==> config.mk <==
export PLATFORM = sky130hd
export DESIGN_NAME = debug_run_ctrl
export DESIGN_NICKNAME = d
export VERILOG_FILES = /design/src/rtl/debug_run_ctrl.sv
export SDC_FILE = /design/constraint.sdc
export NUM_CORES = 1
export LEC_CHECK = 0
export CAP_MARGIN = 20
export CORE_MARGIN = 2
export CORE_UTILIZATION = 47
export CTS_CLUSTER_DIAMETER = 80
export DETAILED_ROUTE_END_ITERATION = 10
export GPL_ROUTABILITY_DRIVEN = 1
export PLACE_DENSITY = 0.86
export SYNTH_ARGS = -nofsm -noshare
export SYNTH_HDL_FRONTEND = slang
export SYNTH_SLANG_ARGS = --single-unit
==> constraint.sdc <==
create_clock -name clk_i -period 2.56 [get_ports clk_i]
set_input_delay 0.384 -clock clk_i [delete_from_list [all_inputs] [get_ports clk_i]]
set_output_delay 0.384 -clock clk_i [all_outputs]
set_load 0.02 [all_outputs]
==> src/rtl/debug_run_ctrl.sv <==
// Run-control sequencer for the Hack CPU debug path.
// Gates the CPU clock enable for run / halt / single-step at instruction
// boundaries, stops on a PC breakpoint, and maintains a snapshot of the
// CPU registers that stays frozen while the SPI slave has chip select low.
module debug_run_ctrl #(
  parameter bit RUN_AT_RESET = 1'b0,
  parameter int SYNC_STAGES  = 2
) (
  input  logic        clk_i,
  input  logic        resetb,
  input  logic        cmd_valid_i,
  input  logic [2:0]  cmd_i,
  input  logic [15:0] cmd_data_i,
  output logic        cmd_ready_o,
  output logic        cmd_err_o,
  input  logic        instr_done_i,
  input  logic [15:0] pc_i,
  input  logic [15:0] regD_i,
  input  logic [15:0] regA_i,
  input  logic [1:0]  state_i,
  output logic        cpu_en_o,
  input  logic        spi_csb_i,
  output logic [15:0] snap_regD_o,
  output logic [15:0] snap_regA_o,
  output logic [15:0] snap_pc_o,
  output logic [1:0]  snap_state_o,
  output logic        halted_o,
  output logic        bp_hit_o
);

  localparam logic [2:0] C_HALT  = 3'd1;
  localparam logic [2:0] C_RUN   = 3'd2;
  localparam logic [2:0] C_STEP  = 3'd3;
  localparam logic [2:0] C_SETBP = 3'd4;
  localparam logic [2:0] C_CLRBP = 3'd5;
  localparam logic [2:0] C_SNAP  = 3'd6;
  localparam logic [2:0] C_RSV   = 3'd7;

  typedef enum logic [2:0] {
    S_RUN, S_HALTING, S_HALTED, S_STEPPING, S_CHECK
  } state_t;

  localparam state_t S_RST = RUN_AT_RESET ? S_RUN : S_HALTED;

  state_t                 r_state;
  logic                   r_cpu_en;
  logic                   r_err;
  logic                   r_bp_hit;
  logic                   r_bp_en;
  logic [15:0]            r_bp_addr;
  logic                   r_snap_pending;
  logic [SYNC_STAGES-1:0] r_sync;
  logic [15:0]            r_snap_regD, r_snap_regA, r_snap_pc;
  logic [1:0]             r_snap_state;

  logic w_ready, w_acc, w_csb_s, w_snap_load;

  // HALTING/STEPPING wait for the instruction boundary and refuse new commands
  assign w_ready     = (r_state == S_RUN) || (r_state == S_HALTED) || (r_state == S_CHECK);
  assign w_acc       = cmd_valid_i && w_ready;
  assign w_csb_s     = r_sync[SYNC_STAGES-1];
  assign w_snap_load = r_snap_pending && w_csb_s;

  assign cmd_ready_o  = w_ready;
  assign cmd_err_o    = r_err;
  assign cpu_en_o     = r_cpu_en;
  assign halted_o     = (r_state == S_HALTED);
  assign bp_hit_o     = r_bp_hit;
  assign snap_regD_o  = r_snap_regD;
  assign snap_regA_o  = r_snap_regA;
  assign snap_pc_o    = r_snap_pc;
  assign snap_state_o = r_snap_state;

  // Run-control FSM; cpu_en drops on the same edge that samples instr_done
  always_ff @(posedge clk_i or negedge resetb) begin
    if (!resetb) begin
      r_state        <= S_RST;
      r_cpu_en       <= RUN_AT_RESET;
      r_err          <= 1'b0;
      r_bp_hit       <= 1'b0;
      r_snap_pending <= 1'b0;
    end else begin
      r_err <= w_acc && ((cmd_i == C_RSV) || ((cmd_i == C_STEP) && (r_state != S_HALTED)));
      // a fresh request (below) wins over the clear from a load this cycle
      if (w_snap_load)                  r_snap_pending <= 1'b0;
      if (w_acc && (cmd_i == C_SNAP))   r_snap_pending <= 1'b1;
      case (r_state)
        S_RUN: begin
          if (w_acc && (cmd_i == C_HALT)) begin
            if (instr_done_i) begin
              r_state        <= S_HALTED;
              r_cpu_en       <= 1'b0;
              r_snap_pending <= 1'b1;
            end else begin
              r_state <= S_HALTING;
            end
          end else if (instr_done_i && r_bp_en) begin
            r_state  <= S_CHECK;
            r_cpu_en <= 1'b0;
          end
        end
        S_HALTING, S_STEPPING: begin
          if (instr_done_i) begin
            r_state        <= S_HALTED;
            r_cpu_en       <= 1'b0;
            r_snap_pending <= 1'b1;
          end
        end
        S_HALTED: begin
          if (w_acc && (cmd_i == C_RUN)) begin
            r_state  <= S_RUN;
            r_cpu_en <= 1'b1;
            r_bp_hit <= 1'b0;
          end else if (w_acc && (cmd_i == C_STEP)) begin
            r_state  <= S_STEPPING;
            r_cpu_en <= 1'b1;
          end
        end
        S_CHECK: begin
          // pc_i already holds the next instruction address here
          if (w_acc && (cmd_i == C_HALT)) begin
            r_state        <= S_HALTED;
            r_snap_pending <= 1'b1;
          end else if (pc_i == r_bp_addr) begin
            r_state        <= S_HALTED;
            r_bp_hit       <= 1'b1;
            r_snap_pending <= 1'b1;
          end else begin
            r_state  <= S_RUN;
            r_cpu_en <= 1'b1;
          end
        end
        default: begin
          r_state  <= S_RST;
          r_cpu_en <= RUN_AT_RESET;
        end
      endcase
    end
  end

  // Breakpoint register, updated the cycle after SETBP/CLRBP is accepted
  always_ff @(posedge clk_i or negedge resetb) begin
    if (!resetb) begin
      r_bp_en   <= 1'b0;
      r_bp_addr <= 16'h0000;
    end else if (w_acc && (cmd_i == C_SETBP)) begin
      r_bp_en   <= 1'b1;
      r_bp_addr <= cmd_data_i;
    end else if (w_acc && (cmd_i == C_CLRBP)) begin
      r_bp_en   <= 1'b0;
    end
  end

  // Chip-select synchroniser, idles high (deselected)
  always_ff @(posedge clk_i or negedge resetb) begin
    if (!resetb) r_sync <= '1;
    else         r_sync <= {r_sync[SYNC_STAGES-2:0], spi_csb_i};
  end

  // Snapshot only moves while the SPI slave is deselected
  always_ff @(posedge clk_i or negedge resetb) begin
    if (!resetb) begin
      r_snap_regD  <= 16'h0000;
      r_snap_regA  <= 16'h0000;
      r_snap_pc    <= 16'h0000;
      r_snap_state <= 2'b00;
    end else if (w_snap_load) begin
      r_snap_regD  <= regD_i;
      r_snap_regA  <= regA_i;
      r_snap_pc    <= pc_i;
      r_snap_state <= state_i;
    end
  end

endmodule
==> results.cfg <==
[route]
drtPass1Iterations = 4
num_vias = 2281
drc_errors = 0
routedWlPerCell_um = 16.7
ant_nets = 0
via_per_inst = 5.21
drt_iter0_drc = 73
wl_um = 7310

[layout]
fin_nets = 428
finalNonFillerCells = 438
layout_common_cells = 126 x clkdlybuf4s50_1, 73 x dfrtp_1, 57 x mux2_2, 16 x xor2_1
final_common_cell = clkdlybuf4s50_1
fillers = 479
area_growth_pct = 47.7
drive_gt1_frac = 0.260
postLayoutCellArea_um2 = 4800
n_antenna_cell = 0

[global_routing]
grt_usage = 0.198
antenna_found_initial = 0
grt_pass1_vias = 2419
grt_pass1_wl_um = 11400
grt_max_degree = 77
grt_overflow = 0

[floorplan]
die_h_um = 87.1
die_area_um2 = 7590
coreArea_um2 = 6760
initial_core_util = 0.481
ios = 129
rows = 30
die_x_um = 87.1

[power_and_ir_drop]
p_leak_nw = 2.07
peakVddDrop_mv = 0.629
powerDensity_nw_per_um2 = 1030

[critical_path]
crit_fanout = 6
cp-start-kind = flop
critPathMaxStageDelay_ns = 0.60
crit_chain = or3b_2 -> inv_1 -> dlymetal6s2s_1
required_ns = 2.18
regToRegEndpoint = r_bp_addr[10]$_DFFE_PN0P_
end_kind = output port
crit_arrival_ns = 1.76
crit_type = reg -> out
slowest_stage = dfstp_2
r2r_start = r_state[2]$_DFFE_PN0P_
ff2ff_path_depth = 5
rrSetupSlack_ns = 0.75

[timing]
worst_hold_slack_ns = 0.180
fmax_ghz = 0.466
period_share = 0.838
worst_slew_pin_slew_ns = 0.951
clock_skew_ns = 0.0110
min_period_ns = 2.15
max-slew-margin-rel = 0.366
final_hold_viol_count = 0
rsz0062_at_grt = no
setup_viol = 0
slew_violations = 0
tns_ns = 0

[synth]
syn_area_per_cell_um2 = 14.6
ys.flop_type = dfrtp_1
yosysSeqAreaShare = 0.587
synth_area_leaders = dfrtp_1 56%, mux2_2 20%, xor2_1 4.3%, mux2_4 4.2%, dfstp_2 2.4%
yosysWarnings = 0
synth_top_area_share = 0.563
ys_types = 38
synth-edff-count = 0
synthArstFlopShare = 1.00
synth_cells = 222
netlist_area_um2 = 3250
synthesis.nets = 296
yosys.area.top_type = dfrtp_1
ys_ff_latch = 76

[clock_tree]
htreeDepth = 3
cts_buffer_depth = 2
clk_latency_ns = 0.34
cts_setup_buffers = 0
cts_resized = 0
hold_buffers = 0
cts_sinks = 76
cts_tree = built
cts_buffers = 9
path_clk_slew_ns = 0.07
root_buffer = clkbuf_8

[placed_design]
hpwl_um = 5380
gp_congestion = 0.835
place_inst = 423
io_buffers = 128
place_area_um2 = 4590

[worst_hold_path]
min_path_type = in -> async

[run]
cap_violations = 0

[run_status]
status = finished clean
## synthesized netlist by cell type, drive strengths merged, types with 2 or more instances
| library cell | n |
|---|---|
| a21oi | 3 |
| buf | 8 |
| dfrtp | 73 |
| dfstp | 3 |
| inv | 6 |
| mux2 | 66 |
| nand2 | 5 |
| nor2 | 6 |
| nor2b | 2 |
| nor4 | 5 |
| o211ai | 4 |
| o21ai | 2 |
| o31a | 3 |
| o31ai | 2 |
| xor2 | 16 |
## power by group
| group | internal, W | switching (W) |
|---|---|---|
| clock | 0.000541 | 0.000420 |
| combinational | 0.00115 | 0.000908 |
| sequential | 0.00166 | 0.000255 |
| total | 0.00335 | 0.00158 |
## worst max-delay path by stage
stage	to	from	cells past startpoint
global placement	halted_o	r_state[1]$_DFFE_PN1P_	3
floorplan	r_bp_addr[10]$_DFFE_PN0P_	r_state[2]$_DFFE_PN0P_	7
detailed placement	cpu_en_o$_DFFE_PN0P_	cmd_i[1]	5
finish	halted_o	r_state[1]$_DFFE_PN1P_	3
global route	halted_o	r_state[1]$_DFFE_PN1P_	3
CTS	halted_o	r_state[1]$_DFFE_PN1P_	3
## cell families (layout without fill, tap and decap cells)
| kind of cell | count (synthesis) | count (layout) | share of synthesized area |
|---|---|---|---|
| buffers and inverters | 15 | 151 | 0.0274 |
| XOR/XNOR | 16 | 16 | 0.0432 |
| AND/OR/NAND/NOR | 29 | 29 | 0.0528 |
| multiplexers | 66 | 66 | 0.239 |
| AO/OA/AOI/OAI | 20 | 20 | 0.0505 |
| flip-flops | 76 | 76 | 0.587 |
## flip-flops by register name (all words and copies together) (netlist names)
signal / count
r_snap_pending: 1
cpu_en_o: 1
r_sync: 2
snap_pc_o: 16
snap_state_o: 2
r_state: 3
r_bp_addr: 16
snap_regD_o: 16
r_bp_en: 1
bp_hit_o: 1
snap_regA_o: 16
cmd_err_o: 1
## critical path, delay by kind of cell (launching register included)
kind | cells | cell delay, ns
flops | 1 | 0.60
buf+inv | 2 | 0.31
simple gates | 1 | 0.51
## area by class of cell
class	count	area, um^2	area share
Inverter	6	22.5	0.00469
Timing Repair Buffer	130	1310	0.273
Tap cell	80	100	0.0209
Clock inverter	5	77.6	0.0162
Sequential cell	76	1910	0.397
Clock buffer	10	128	0.0266
Multi-Input combinational cell	131	1250	0.262
## per-layer routing
| layer | global-route usage | share of wire | vias up |
|---|---|---|---|
| li1 | - | - | 1056 |
| met2 | 0.334 | 0.52 | 83 |
| met4 | 0.0755 | 0.015 | 0 |
| met5 | 0 | 0 | - |
| met1 | 0.237 | 0.42 | 1132 |
| met3 | 0.0616 | 0.048 | 10 |
## per-stage QoR
| stage | total power [W] | util | setup slack (ns) |
|---|---|---|---|
| 4_1_cts | 0.00498 | 0.710 | 0.0270 |
| 2_1_floorplan | 0.00294 | - | 0.726 |
| 3_5_place_dp | 0.00401 | 0.679 | 0.407 |
| 6_report | 0.00493 | 0.710 | 0.415 |
| 3_3_place_gp | 0.00393 | 0.679 | 0.432 |
| 5_1_grt | 0.00517 | 0.710 | 0.351 |
Note: power is estimated with default switching activity, not from simulation.
==> RTL edit, RTL diff (same settings) <==
`SYNC_STAGES`: 2 -> 4.
--- a/src/rtl/debug_run_ctrl.sv
+++ b/src/rtl/debug_run_ctrl.sv
@@ -5,5 +5,5 @@
 module debug_run_ctrl #(
   parameter bit RUN_AT_RESET = 1'b0,
-  parameter int SYNC_STAGES  = 2
+  parameter int SYNC_STAGES  = 4
 ) (
   input  logic        clk_i,
Check against the original RTL: not equivalent (Yosys sat finds a counterexample within 4 cycles, from zero or initial values and one cycle with resetb low).
==> RTL edit against the original RTL <==
Worst hold slack better by 0.016 ns; final area is 1.1% higher; critical path depth stayed put; fmax is 0.82% higher; wire length is 2.7% lower; first-iteration DRC count is 1.4% lower; sequential cell count is 2 higher; via count is 0.61% higher; clock power is 16% lower; total power is 2.6% lower; synthesized area is 1.6% higher; non-clock buffer count is 2 higher; worst setup slack better by 0.017 ns; critical endpoint unchanged.
==> RTL edit: results (changes against the original RTL) <==
[sta]
clock_skew_ns=0.00806  ; -0.00291 ns
clock.fmax_mhz=470  ; +0.82%
worst_slew_pin_slew_ns=0.951  ; +0.000399 ns

[pwr]
peakVddDrop_mv=0.662  ; +5.4%
leakage_nw=2.09  ; +0.89%

[setup_path]
worstPathArrival_ns=1.74  ; -0.02 ns
r2r_end=r_bp_addr[11]
r2r-start=r_state[2]

[cts]
cts_buffer_depth=2  ; unchanged
clk_pin_slew_ns=0.07  ; about the same
root_buffer=clkbuf_8

[global_route]
grt_pass1_vias=2401  ; -0.74%
use_met3_pct=8.86  ; +2.7 points
grt_max_degree=79  ; +2.6%
grt_first_pass_wirelength_um=11800  ; +2.7%
global_route.usage.met2_pct=29.8  ; -3.6 points
groute.usage.overall_pct=19.9  ; +0.15 points
grt_util_met1_pct=26.1  ; +2.4 points

[route]
drt_iter0_markers=72  ; -1.4%
vias=2295  ; +0.61%
wl_per_cell_um=15.5  ; -7.2%

[placed_design]
gp_congestion=0.886  ; +6.2%
place_area_sq_mm=0.00468  ; +1.9%
dpl.hpwl_um=5230  ; -2.7%

[outcome]
status=finished clean

[synth]
syn-num-nets=298  ; +0.68%
ys_seq_area_share_pct=59.3  ; +0.66 points
synth.area.top_cells=dfrtp_1 (55%), mux2_2 (19%), xor2_1 (4.2%)

[final_layout]
num-nets-final=432  ; +0.93%
drive_gt1_share_pct=26.4  ; +0.47 points

-- RTL edit: cells by family (layout without fill, tap and decap cells) --
kind of cell / Yosys count / in the layout / share of synthesized area, %
AND/OR/NAND/NOR: 29 / 29 / 5.20
XOR/XNOR: 16 / 16 / 4.25
AO/OA/AOI/OAI: 20 / 20 / 4.97
multiplexers: 66 / 66 / 23.5
flip-flops: 78 / 78 / 59.3
buffers and inverters: 15 / 154 / 2.69
-- RTL edit: worst max path at each step --
| stage | end | cells after the start | startpoint |
|---|---|---|---|
| after floorplan | r_bp_addr[10] | 7 | r_state[2] |
| after global placement | halted_o | 3 | r_state[1] |
| after detailed placement | cpu_en_o | 5 | cmd_i[0] |
| after CTS | halted_o | 3 | r_state[1] |
| after global routing | halted_o | 3 | r_state[1] |
| final | halted_o | 3 | r_state[1] |
-- RTL edit: where the power goes --
| group | leakage [nW] | switching (mW) | internal (mW) |
|---|---|---|---|
| logic | 1.08 | 0.905 | 1.15 |
| clock network | 0.0905 | 0.406 | 0.404 |
| registers | 0.919 | 0.245 | 1.69 |
| total | 2.09 | 1.56 | 3.24 |
-- RTL edit: critical path, cell delays in order (launching register included) --
cell and delay, ns:
dfstp_2 0.59, or3b_2 0.51, inv_1 0.09, dlymetal6s2s_1 0.23
-- RTL edit: cell type report --
cell class	count	area (sq um)
fillers	474	1940
clock inverters	2	10.0
flip-flops and latches	78	1960
repair buffers	132	1320
well taps	96	120
multi-input cells	131	1250
inverters	6	22.5
clock buffers	14	163
-- RTL edit: timing repair --
| item | CTS | global route |
|---|---|---|
| resized for setup | 0 | 1 |
| buffers inserted | 0 | 0 |
| endpoints found under the setup margin | 0 | 1 |
-- RTL edit: metal layers --
layer / share of wire (%) / vias to the layer above / routed length, um
li1: - / 1069 / -
met1: 42 / 1100 / 2970
met2: 47 / 120 / 3330
met3: 10 / 6 / 745
met4: 0.80 / 0 / 57
met5: 0 / - / 0
-- RTL edit: per-stage QoR --
| step | hold WS [ns] | std cells | util (%) | setup WS, ns |
|---|---|---|---|---|
| after floorplan | 0.0884 | 224 | - | 0.726 |
| after global placement | 0.346 | 443 | 68.8 | 0.435 |
| after detailed placement | 0.347 | 443 | 68.8 | 0.373 |
| after CTS | 0.237 | 459 | 71.4 | 0.0400 |
| after global routing | 0.275 | 459 | 71.4 | 0.338 |
| final | 0.196 | 459 | 71.4 | 0.432 |
